File: src/rtl/degrees_pkg.sv
// Shared math constants and the state encoding for the radians-to-degrees block.
package degrees_pkg;

   localparam int FLOAT_BITS        = 32;
   localparam int FLOAT_DCM_BITS    = 16;
   localparam int FLOAT_DOUBLE_BITS = 2 * FLOAT_BITS;
   localparam int INT_BITS          = 16;

   // Fixed-point constants with FLOAT_DCM_BITS fraction bits, rounded to nearest.
   localparam logic [FLOAT_BITS-1:0] PI      = 32'd205887;   // pi
   localparam logic [FLOAT_BITS-1:0] INV_180 = 32'd364;      // 1/180
   localparam logic [FLOAT_BITS-1:0] RAD2DEG = 32'd3754936;  // 180/pi

   typedef enum logic [2:0] {
      ST_IDLE,
      ST_MUL,
      ST_ROUND,
      ST_WRAP,
      ST_DONE
   } state_t;

endpackage

File: src/rtl/degrees_seq_mul.sv
// Unsigned shift-add multiplier: one multiplier bit per cycle, FLOAT_BITS cycles.
module seq_mul
   import degrees_pkg::*;
(
   input  logic                         clk,
   input  logic                         rst,
   input  logic                         start_i,
   input  logic [FLOAT_BITS-1:0]        a_i,
   input  logic [FLOAT_BITS-1:0]        b_i,
   output logic                         done_o,
   output logic [FLOAT_DOUBLE_BITS-1:0] product_o
);

   localparam int CNT_W = $clog2(FLOAT_BITS);

   logic [FLOAT_DOUBLE_BITS-1:0] mcand_q;
   logic [FLOAT_DOUBLE_BITS-1:0] acc_q;
   logic [FLOAT_BITS-1:0]        mplier_q;
   logic [CNT_W-1:0]             cnt_q;
   logic                         busy_q;

   // NOTE: state uses non-blocking assignments so every register samples pre-edge values.
   always_ff @(posedge clk or posedge rst) begin
      if (rst) begin
         mcand_q  <= '0;
         acc_q    <= '0;
         mplier_q <= '0;
         cnt_q    <= '0;
         busy_q   <= 1'b0;
      end else if (start_i) begin
         mcand_q  <= {{FLOAT_BITS{1'b0}}, a_i};
         mplier_q <= b_i;
         acc_q    <= '0;
         cnt_q    <= '0;
         busy_q   <= 1'b1;
      end else if (busy_q) begin
         if (mplier_q[0]) acc_q <= acc_q + mcand_q;
         mcand_q  <= mcand_q << 1;
         mplier_q <= mplier_q >> 1;
         cnt_q    <= cnt_q + 1'b1;
         if (cnt_q == CNT_W'(FLOAT_BITS - 1)) busy_q <= 1'b0;
      end
   end

   // Flags the cycle whose edge folds in the last partial product.
   assign done_o    = busy_q && (cnt_q == CNT_W'(FLOAT_BITS - 1));
   assign product_o = acc_q;

endmodule

File: src/rtl/degrees.sv
// Converts a fixed-point angle in radians to integer degrees, either wrapped
// to [0,360) or saturated to the signed INT_BITS range, with fixed latency.
module degrees
   import degrees_pkg::*;
#(
   parameter bit WRAP = 1'b1
) (
   input  logic                       clk,
   input  logic                       rst,
   input  logic signed [FLOAT_BITS-1:0] in,
   input  logic                       in_valid,
   output logic                       in_ready,
   output logic signed [INT_BITS-1:0] out,
   output logic                       out_valid,
   input  logic                       out_ready
);

   localparam int MAG_BITS = FLOAT_DOUBLE_BITS - 2 * FLOAT_DCM_BITS + 1;
   localparam int REM_BITS = MAG_BITS + INT_BITS;
   localparam int CNT_W    = $clog2(INT_BITS);

   localparam logic [MAG_BITS-1:0]          DEG_FULL    = MAG_BITS'(360);
   localparam logic [MAG_BITS-1:0]          SAT_POS     = (MAG_BITS'(1) << (INT_BITS - 1)) - 1'b1;
   localparam logic [MAG_BITS-1:0]          SAT_NEG_MAG = MAG_BITS'(1) << (INT_BITS - 1);
   localparam logic [FLOAT_DOUBLE_BITS:0]   HALF_LSB    = (FLOAT_DOUBLE_BITS + 1)'(1) << (2 * FLOAT_DCM_BITS - 1);

   state_t                state_q;
   logic                  neg_q;
   logic [MAG_BITS-1:0]   mag_q;
   logic [CNT_W-1:0]      cnt_q;
   logic [INT_BITS-1:0]   out_q;
   logic                  ready_q;
   logic                  valid_q;

   logic                         start;
   logic [FLOAT_BITS-1:0]        abs_in;
   logic                         mul_done;
   logic [FLOAT_DOUBLE_BITS-1:0] product;
   logic [MAG_BITS-1:0]          rounded;
   logic [REM_BITS-1:0]          trial;
   logic [MAG_BITS-1:0]          rem_d;
   logic [INT_BITS-1:0]          sat_val;
   logic [INT_BITS-1:0]          out_d;

   assign start  = (state_q == ST_IDLE) && in_valid;
   // Unsigned two's-complement negate keeps the most negative input exact.
   assign abs_in = in[FLOAT_BITS-1] ? (~in + 1'b1) : in;

   seq_mul u_mul (
      .clk       (clk),
      .rst       (rst),
      .start_i   (start),
      .a_i       (abs_in),
      .b_i       (RAD2DEG),
      .done_o    (mul_done),
      .product_o (product)
   );

   // Adding half an LSB then truncating rounds the magnitude half away from zero.
   assign rounded = MAG_BITS'(({1'b0, product} + HALF_LSB) >> (2 * FLOAT_DCM_BITS));

   // NOTE: every variable gets a default at the top of always_comb so no latch is inferred.
   always_comb begin
      trial = REM_BITS'(DEG_FULL) << cnt_q;
      rem_d = mag_q;
      if (WRAP && (REM_BITS'(mag_q) >= trial)) rem_d = mag_q - MAG_BITS'(trial);

      if (neg_q) sat_val = (mag_q >= SAT_NEG_MAG) ? INT_BITS'(SAT_NEG_MAG) : INT_BITS'(~mag_q + 1'b1);
      else       sat_val = (mag_q > SAT_POS) ? INT_BITS'(SAT_POS) : INT_BITS'(mag_q);

      if (WRAP) out_d = INT_BITS'((neg_q && (rem_d != '0)) ? (DEG_FULL - rem_d) : rem_d);
      else      out_d = sat_val;
   end

   always_ff @(posedge clk or posedge rst) begin
      if (rst) begin
         state_q <= ST_IDLE;
         neg_q   <= 1'b0;
         mag_q   <= '0;
         cnt_q   <= '0;
         out_q   <= '0;
         ready_q <= 1'b1;
         valid_q <= 1'b0;
      end else begin
         case (state_q)
            ST_IDLE: begin
               if (in_valid) begin
                  neg_q   <= in[FLOAT_BITS-1];
                  ready_q <= 1'b0;
                  state_q <= ST_MUL;
               end
            end
            ST_MUL: begin
               if (mul_done) state_q <= ST_ROUND;
            end
            ST_ROUND: begin
               mag_q   <= rounded;
               cnt_q   <= CNT_W'(INT_BITS - 1);
               state_q <= ST_WRAP;
            end
            ST_WRAP: begin
               mag_q <= rem_d;
               if (cnt_q == '0) begin
                  out_q   <= out_d;
                  valid_q <= 1'b1;
                  state_q <= ST_DONE;
               end else begin
                  cnt_q <= cnt_q - 1'b1;
               end
            end
            ST_DONE: begin
               if (out_ready) begin
                  valid_q <= 1'b0;
                  ready_q <= 1'b1;
                  state_q <= ST_IDLE;
               end
            end
            default: begin
               state_q <= ST_IDLE;
               ready_q <= 1'b1;
               valid_q <= 1'b0;
            end
         endcase
      end
   end

   assign in_ready  = ready_q;
   assign out_valid = valid_q;
   assign out       = out_q;

endmodule

File: config.mk
export PLATFORM = sky130hd
export DESIGN_NAME = degrees
export DESIGN_NICKNAME = d
export VERILOG_FILES = /design/src/rtl/degrees_pkg.sv /design/src/rtl/degrees_seq_mul.sv /design/src/rtl/degrees.sv
export SDC_FILE = /design/constraint.sdc
export NUM_CORES = 1
export LEC_CHECK = 0
export ABC_AREA = 1
export CORE_UTILIZATION = 40
export CTS_BUF_LIST = sky130_fd_sc_hd__clkbuf_2 sky130_fd_sc_hd__clkbuf_4 sky130_fd_sc_hd__clkbuf_8
export CTS_CLUSTER_DIAMETER = 100
export DETAILED_ROUTE_END_ITERATION = 8
export SETUP_SLACK_MARGIN = 0.1
export SLEW_MARGIN = 20
export SYNTH_ARGS = -nofsm -noshare
export SYNTH_HDL_FRONTEND = slang
export SYNTH_SLANG_ARGS = --single-unit
File: constraint.sdc
create_clock -name clk -period 7.55 [get_ports clk]
set_clock_uncertainty 0.2 [all_clocks]
set_input_delay 1.51 -clock clk [delete_from_list [all_inputs] [get_ports clk]]
set_output_delay 1.51 -clock clk [all_outputs]
set_load 0.02 [all_outputs]
After elaboration in Yosys (flattened, before gate mapping) --
Cells that the tools add are included.
Operators by class: magnitude comparators 1, equality and inequality tests 10, shift-type cells 1, reductions and logical operators 18, bitwise gates (word level) 3, multiplexer cells 29, $add $sub $neg 7
Operator list (number):
- $mux 64 | 5
- $mux 32 | 3
- $pmux 33 s2 | 1
- $add 64x32->65 const B | 1
- $add 64x64->64 | 1
- $ge 33x49->1 | 1
- $shl 9x4->49 const A | 1
- $mux 33 | 1
- $reduce_bool 33->1 | 1
- $sub 33x33->33 | 1
- $add 32x1->32 const B | 1
- $not 32->32 | 1
- $mux 16 | 1
- $sub 9x16->16 const A | 1
- $pmux 3 s5 | 1
- $mux 3 | 4
- $mux 5 | 2
- $ne 2x2->1 const B | 5
- $pmux 4 s2 | 1
- $reduce_and 2->1 | 4
- $mux 1 | 7
- $eq 3x2->1 const B | 2
- $pmux 1 s3 | 2
- $reduce_and 3->1 | 2
- other kinds (13) | 19
Word-level totals: input bits 36, output and inout bits 18, bits in registers 225, logic and storage cells 81

Depth between registers and ports, before layout --
depth after elaboration 6, gate-level depth with buffers 29, depth with buffers taken out 28

Hierarchy --
Synthesis repeated with hierarchy kept, for this count alone.
Unflattened totals: cell total of the unflattened synthesis 3175, area total of the unflattened synthesis 19597.5 µm²
By module, submodules not included:
- seq_mul | sequential area each 4154.0 µm², cells each 1943, area each 12386.9 µm², instances 1
- degrees | sequential area each 1477.7 µm², cells each 1232, area each 7210.7 µm², instances 1

Worst setup path after synthesis --
Ideal clock, no wire load.
path kind input-to-reg, from input in[0], to register u_mul.mcand_q[30], required time 7.212 ns, slack 3.775 ns, arrival time 3.437 ns, cell stages on the path 16, buffers on the path 0, library setup time 0.138 ns, cells stage by stage inv_1 > ha_1 > inv_1 > nor3_1 > nand2_1 > nor3_2 > nand2_1 > nor2_1 > nand3_1 > nor3_2 > nand3_1 > nand2_1 > o21ai_0 > or2_0 > nand3_1 > o211ai_1
On the way: cells in the longest elaborated chain, start to end 4
Ends and longest elaborated chain:
- start, declared | RTL line degrees.sv:10 | input logic signed [FLOAT_BITS-1:0] in,
- $not 32->32 | RTL line degrees.sv:47 | assign abs_in = in[FLOAT_BITS-1] ? (~in + 1'b1) : in;
- $add 32x1->32 | RTL line degrees.sv:47
- $mux 32 | RTL line degrees.sv:47
- $mux 64 | RTL line degrees_seq_mul.sv:30 | end else if (start_i) begin
- end signal, assigned | RTL line degrees_seq_mul.sv:31 | mcand_q <= {{FLOAT_BITS{1'b0}}, a_i};
- end signal, assigned | RTL line degrees_seq_mul.sv:38 | mcand_q <= mcand_q << 1;
- end, declared | RTL line degrees_seq_mul.sv:16 | logic [FLOAT_DOUBLE_BITS-1:0] mcand_q;
Every way passes these cells. A chain may end at the register's enable or synchronous reset.

Worst setup path after layout --
from register cnt_q[0], to register out_q[15], in the netlist out[15]
On the way: cells in the longest elaborated chain, start to end 6, elaborated cells on any way between the ends 10, those cells by class add/sub (2); order compare (1); shift (1); mux (2); reduce/logical (4)
Ends and longest elaborated chain:
- start, declared | RTL line degrees.sv:30 | logic [CNT_W-1:0] cnt_q;
- start signal, assigned | RTL line degrees.sv:98 | cnt_q <= CNT_W'(INT_BITS - 1);
- start signal, assigned | RTL line degrees.sv:108 | cnt_q <= cnt_q - 1'b1;
- parallel branches: the longest is 6 deep, another holds $ge 33x49->1
- end signal, assigned | RTL line degrees.sv:104 | out_q <= out_d;
- end, declared | RTL line degrees.sv:31 | logic [INT_BITS-1:0] out_q;
Several ways; the timed one is not identified.

==> flow_summary_export.csv <==
group,metric,value,unit
yosys,async_reset_ff_frac,1.000,
global_routing,grt_pass1_vias,16985,
placement,dpl.hpwl,41.90,mm
pwr,power_density,496.9,nW/µm²
timing,worst_pin_slew,1.095,ns
timing,fin_crit,4.537,ns
route,wl_per_cell,16.39,µm
clock_network,path_clk_slew,0.06,ns
clock_network,clk_path_buf_depth,3,
job,maxCapViolations,0,
route,drtIter0Drc,1055,
worst_setup_path,crit_fanout,28,
worst_setup_path,worstPathArrival,4.81,ns
timing,max_freq,220.4,MHz
floorplan,die_y,210.7,µm
route,vias,17354,
cells_and_area,drive_gt1_frac,0.05123,
timing,rsz0062_at_grt,"no",
yosys,yosysTopAreaCell,"dfrtp_1",
yosys,synth_area_per_cell,6.589,µm²
global_routing,antenna_found_initial,0,
yosys,yosys.area.top_type_share,0.3073,
worst_setup_path,path_depth,25,
placement,place.gp.congestion,0.9798,
cells_and_area,num-fill-cells,4545,
timing,final_hold_viol_count,0,
min_path,hold_path_class,"flop to flop",
floorplan,start_util,0.4055,
timing,setup_tns,0,ns
global_routing,grt_max_degree,142,
yosys,synth_edf_count,0,
yosys,syn_inst,2645,
floorplan,fp.dieArea,44410,µm²
min_path,hold_depth,2,
placement,io_buffers,53,
global_routing,grt_pass1_wl,87.75,mm
worst_setup_path,criticalPathCategory,"flop to flop",
clock_network,cts_root_buffer,"clkbuf_8",
floorplan,rows,76,
cells_and_area,final_common_cell,"nand2_1",
worst_setup_path,cp.required,7.82,ns
clock_network,cts-buffers-inserted,42,
yosys,synth.area.top_cells,"dfrtp_1, nand2_1, inv_1",
yosys,synth-seq-cells,215,
clock_network,cts_tree,"built",
clock_network,htreeDepth,2,
yosys,ys.warnings.count,0,
route,drt-pass1-iter-count,6,
cells_and_area,nets,2820,
clock_network,ctsResizeCount,0,
cells_and_area,utilization,0.4508,
worst_setup_path,critical-path-max-stage-delay,0.46,ns
worst_setup_path,crit_path_end_kind,"flop",
timing,relSlewSlack,0.2695,
pwr,p_leak,0.009802,µW
timing,drv_slew,0,
run_status,status,"finished clean",
worst_setup_path,crit_family,"simple AND/OR/NAND/NOR gates",
cells_and_area,layout_common_cells,"nand2_1, inv_1, nor2_1",
global_routing,grt.total_usage,0.2467,
floorplan,design.core.area,42980,µm²
yosys,ys.flop_type,"dfrtp_1",
worst_setup_path,crit_path_start_kind,"flop",
cells_and_area,syn2layout_area_growth,11.19,%
route,antenna_left,0,
clock_network,cts_sinks,215,
yosys,syn_area,17430,µm²
floorplan,die_x,210.7,µm
floorplan,ios,54,
worst_setup_path,critPathMostFrequentCell,"nand2_1",
cells_and_area,n_antenna_cell,0,
worst_setup_path,crit_slowest_cell,"dfrtp_1",
global_routing,grt-ovfl-total,0,
route,drc,0,
clock_network,cts_setup_buffers,0,
yosys,ys_seq_area_frac,0.3088,
timing,setup_viol,0,
route,routed_wl,54.06,mm
route,routed_via_density,5.262,
pwr,ir_drop,0.2119,mV
yosys,syn_nets,2780,
worst_setup_path,path_buf_inv,3,
clock_network,clock_latency,0.60,ns
worst_setup_path,r2r_cells,25,
timing,post-route-period-util,0.6009,
clock_network,hold_buffers,0,
yosys,synth_cell_types,57,
## state kept, by name (all words and copies together) (netlist names)
| register | flops |
|---|---|
| u_mul.mcand_q | 64 |
| u_mul.product_o | 64 |
| mag_q | 33 |
| u_mul.mplier_q | 22 |
| out | 16 |
| u_mul.cnt_q | 5 |
| cnt_q | 4 |
| state_q | 3 |
| in_ready | 1 |
| neg_q | 1 |
| out_valid | 1 |
| u_mul.busy_q | 1 |
## tightest hold or removal path: cells and delay by family (launching register included)
family | cells | cell delay, ns
AOI/OAI and AO/OA | 1 | 0.05
DFF | 1 | 0.37
buffers and inverters | 1 | 0.04
## final cells by class
cell class,count,area [µm²],area share
Inverter,368,1385,0.07148
Clock buffer,61,758.2,0.03913
Sequential cell,215,5383,0.2778
Tap cell,585,732.0,0.03777
Timing Repair Buffer,66,640.6,0.03306
Multi-Input combinational cell,1992,10370,0.5350
Clock inverter,11,112.6,0.005811
## layer usage
metal | GRT usage | part of all wire
met5 | 0 | 0
met2 | 0.4424 | 0.49
met3 | 0.02661 | 0.037
met4 | 0.09520 | 0.034
met1 | 0.3021 | 0.44
## cells by family after synthesis
| group | count (synthesis) | share of synthesized area |
|---|---|---|
| and+or+nand+nor | 1339 | 0.3261 |
| AOI/OAI and AO/OA | 508 | 0.1736 |
| adders and majority gates | 99 | 0.07151 |
| xor gates and xnor gates | 45 | 0.02261 |
| DFF | 215 | 0.3088 |
| muxes | 1 | 0.0005744 |
| buffers and inverters | 438 | 0.09685 |
## Yosys cell counts, drive strengths merged, types with 2 or more instances
cell type and instances:
a21boi 45, nor3 42, xor2 40, nand3b 12
nand4 17, dfrtp 214, nor4 12, a211oi 2
o21bai 9, a22oi 3, o31ai 3, buf 18
xnor2 5, o311ai 5, inv 362, clkinv 6
a32o 2, a311oi 3, or2 7, a221oi 2
a21oi 162, nand2 748, and3 5, nor2 260
a21o 12, o21a 10, o2111ai 2, clkbuf 52
nand3 235, o221ai 15, o211ai 40, ha 98
o21ai 158, a31oi 27, o22ai 7
## power breakdown
group,internal (µW),leakage [µW],total [µW],switching [µW]
clock,711,0.000457,1240,534
sequential,1610,0.00278,2060,452
combinational,2020,0.00657,6320,4300
## per-stage QoR
stage               hold WS (ns)  std cells  cell area, µm²  power (µW)  worst slack [ns]
floorplan                 0.2487       2645           17430        6587             3.043
global placement          0.2595       3226           18510        8325             3.004
detailed placement        0.2584       3226           18510        8355             2.910
CTS                       0.2680       3298           19380        9655             3.028
global route              0.3039       3298           19380       10630             2.540
finish                    0.2673       3298           19380        9629             3.013
## path summary, 6_finish.rpt
kind / startpoint / end / slack (ns)
min in group asynchronous: rst / u_mul.product_o[57] / 1.11
min reg2reg: in_ready / in_ready / 0.27
min: in_ready / in_ready / 0.27
max reg2reg: cnt_q[0] / out[15] / 3.01
max: cnt_q[0] / out[15] / 3.01
max in group asynchronous: rst / u_mul.busy_q / 4.91
Power figures use the tool's default switching activity.
==> variant: new RTL, same flow settings <==
The 5 states of `state_t` get a Gray code encoding in 3 bits.
--- a/src/rtl/degrees_pkg.sv
+++ b/src/rtl/degrees_pkg.sv
@@ -12,11 +12,11 @@
    localparam logic [FLOAT_BITS-1:0] RAD2DEG = 32'd3754936;  // 180/pi
 
    typedef enum logic [2:0] {
-      ST_IDLE,
-      ST_MUL,
-      ST_ROUND,
-      ST_WRAP,
-      ST_DONE
+      ST_IDLE  = 3'b000,
+      ST_MUL   = 3'b001,
+      ST_ROUND = 3'b011,
+      ST_WRAP  = 3'b010,
+      ST_DONE  = 3'b110
    } state_t;
 
 endpackage
Function: same outputs for any inputs over 10 cycles, from zero or initial values and one cycle with rst high; not proved beyond that.
==> variant against the original RTL <==
Setup slack lost 160 ps. Cell count increased by 0.61%. Design area is 0.30% higher. First-iteration DRC count is 6.4% higher. Routed wire length up 6.7%. Area after synthesis up 0.29%. Critical path depth grew 2. Sequential cell count is the same. Power grew 7.4%. Global-route usage is 1.5 points higher. Critical endpoint is now out[5]. Largest cell class unchanged.
==> variant: results <==
[logic_synthesis]
syn_inst = 2674
synth_area_leaders = dfrtp_1 (31%), nand2_1 (16%), inv_1 (8.1%)
synth_seq_area_share_pct = 30.79
async_flop_share_pct = 100.0
ys_types = 57
yosys-top-cells-count = nand2_1 (735), inv_1 (376), nor2_1 (254)

[grt]
grt_use_total_pct = 26.13
grt_max_degree = 150
grt_pass1_wl_um = 91740
grt_pass1_vias = 17329

[cts]
post_cts_buffers = 0
clock_latency_ps = 620
cts_resized = 0
cts.htree.levels = 2

[placement]
gp_congestion = 1.015
dp_hpwl_um = 45080
dp_cells = 3248

[final_layout]
nets = 2842
fillers = 4526
drive_gt1_share_pct = 4.683

[power]
vdd_drop_max_mv = 0.2574
p_leak_nw = 9.851

[route]
num_vias = 17809
wl_per_cell_um = 17.38
drt-initial-drc-count = 1122
wirelength_um = 57650

[outcome]
status = completed

[worst_hold_path]
min_to = out[10]
hp-start = out[10]

[setup_path]
reg2reg_depth = 27
cp_max_fo = 31
cp_slowest_stage_delay_ps = 440
reg2reg_to = out[5]
cp.arrival_ps = 4990
ff2ff_setup_slack_ps = 2850

[timing]
worst_slew_pin_slew_ps = 944.7
[variant: how the worst max path moves through the flow]
stage / from / to / slack, ps / depth (start not counted)
floorplan: rst / cnt_q[0] / 3040 / 1
global placement: state_q[2] / out[0] / 2700 / 7
detailed placement: state_q[2] / out[0] / 2690 / 7
CTS: state_q[2] / out[0] / 2650 / 7
global route: cnt_q[0] / out[3] / 2310 / 27
finish: cnt_q[0] / out[5] / 2850 / 27
[variant: cell families after synthesis]
kind of cell,count (synthesis),synth area share [%]
and+or+nand+nor,1315,31.57
AOI/OAI and AO/OA,539,18.10
buffers and inverters,460,10.10
DFF,215,30.79
adders and majority gates,99,7.130
xor gates and xnor gates,45,2.255
muxes,1,0.05727
[variant: through the flow]
step | cell area [µm²] | hold WS, ps
after floorplan | 17480 | 248.7
after global placement | 18520 | 263.6
after CTS | 19430 | 281.9
after global routing | 19430 | 300.1
after detailed placement | 18520 | 263.9
final | 19430 | 275.0
[variant: area by class of cell]
cell class              instances  area share, %
inverters                     388          7.519
clock inverters                10         0.6953
repair buffers                 61          3.103
flip-flops and latches        215          27.70
well taps                     585          3.766
clock buffers                  60          3.991
multi-input cells            1999          53.23
[variant: worst reg2reg max path: stages (launching register included)]
cell and delay, ps:
dfrtp_1 440, inv_1 190, ha_1 350, inv_1 50, o21ai_0 300, o21ai_0 150, ha_1 400, nand2_2 130
nor2_4 160, inv_2 50, nor2_2 90, nand2_1 90, nand2_2 110, nand2_4 150, nand2_4 340, nand2_1 120
nand2_1 130, clkinv_1 220, nand2_1 110, nor2_1 60, nand3_1 90, nor2_2 50, nand2_4 180, nand2_4 160
nand2_1 110, nand2_1 50, nand2_1 50, nand2_1 50
[variant: report_power, final]
part / total (mW) / switching [mW] / internal (mW)
clock: 1.31 / 0.546 / 0.762
combinational: 6.80 / 4.63 / 2.17
sequential: 2.24 / 0.562 / 1.67
total: 10.3 / 5.74 / 4.60
[variant: routing by layer]
| layer | part of all wire, % | routed length (µm) | global-route usage, % |
|---|---|---|---|
| met1 | 41 | 23920 | 31.08 |
| met2 | 49 | 28310 | 46.27 |
| met3 | 4.4 | 2515 | 3.033 |
| met4 | 5.0 | 2908 | 13.29 |
| met5 | 0 | 0 | 0 |
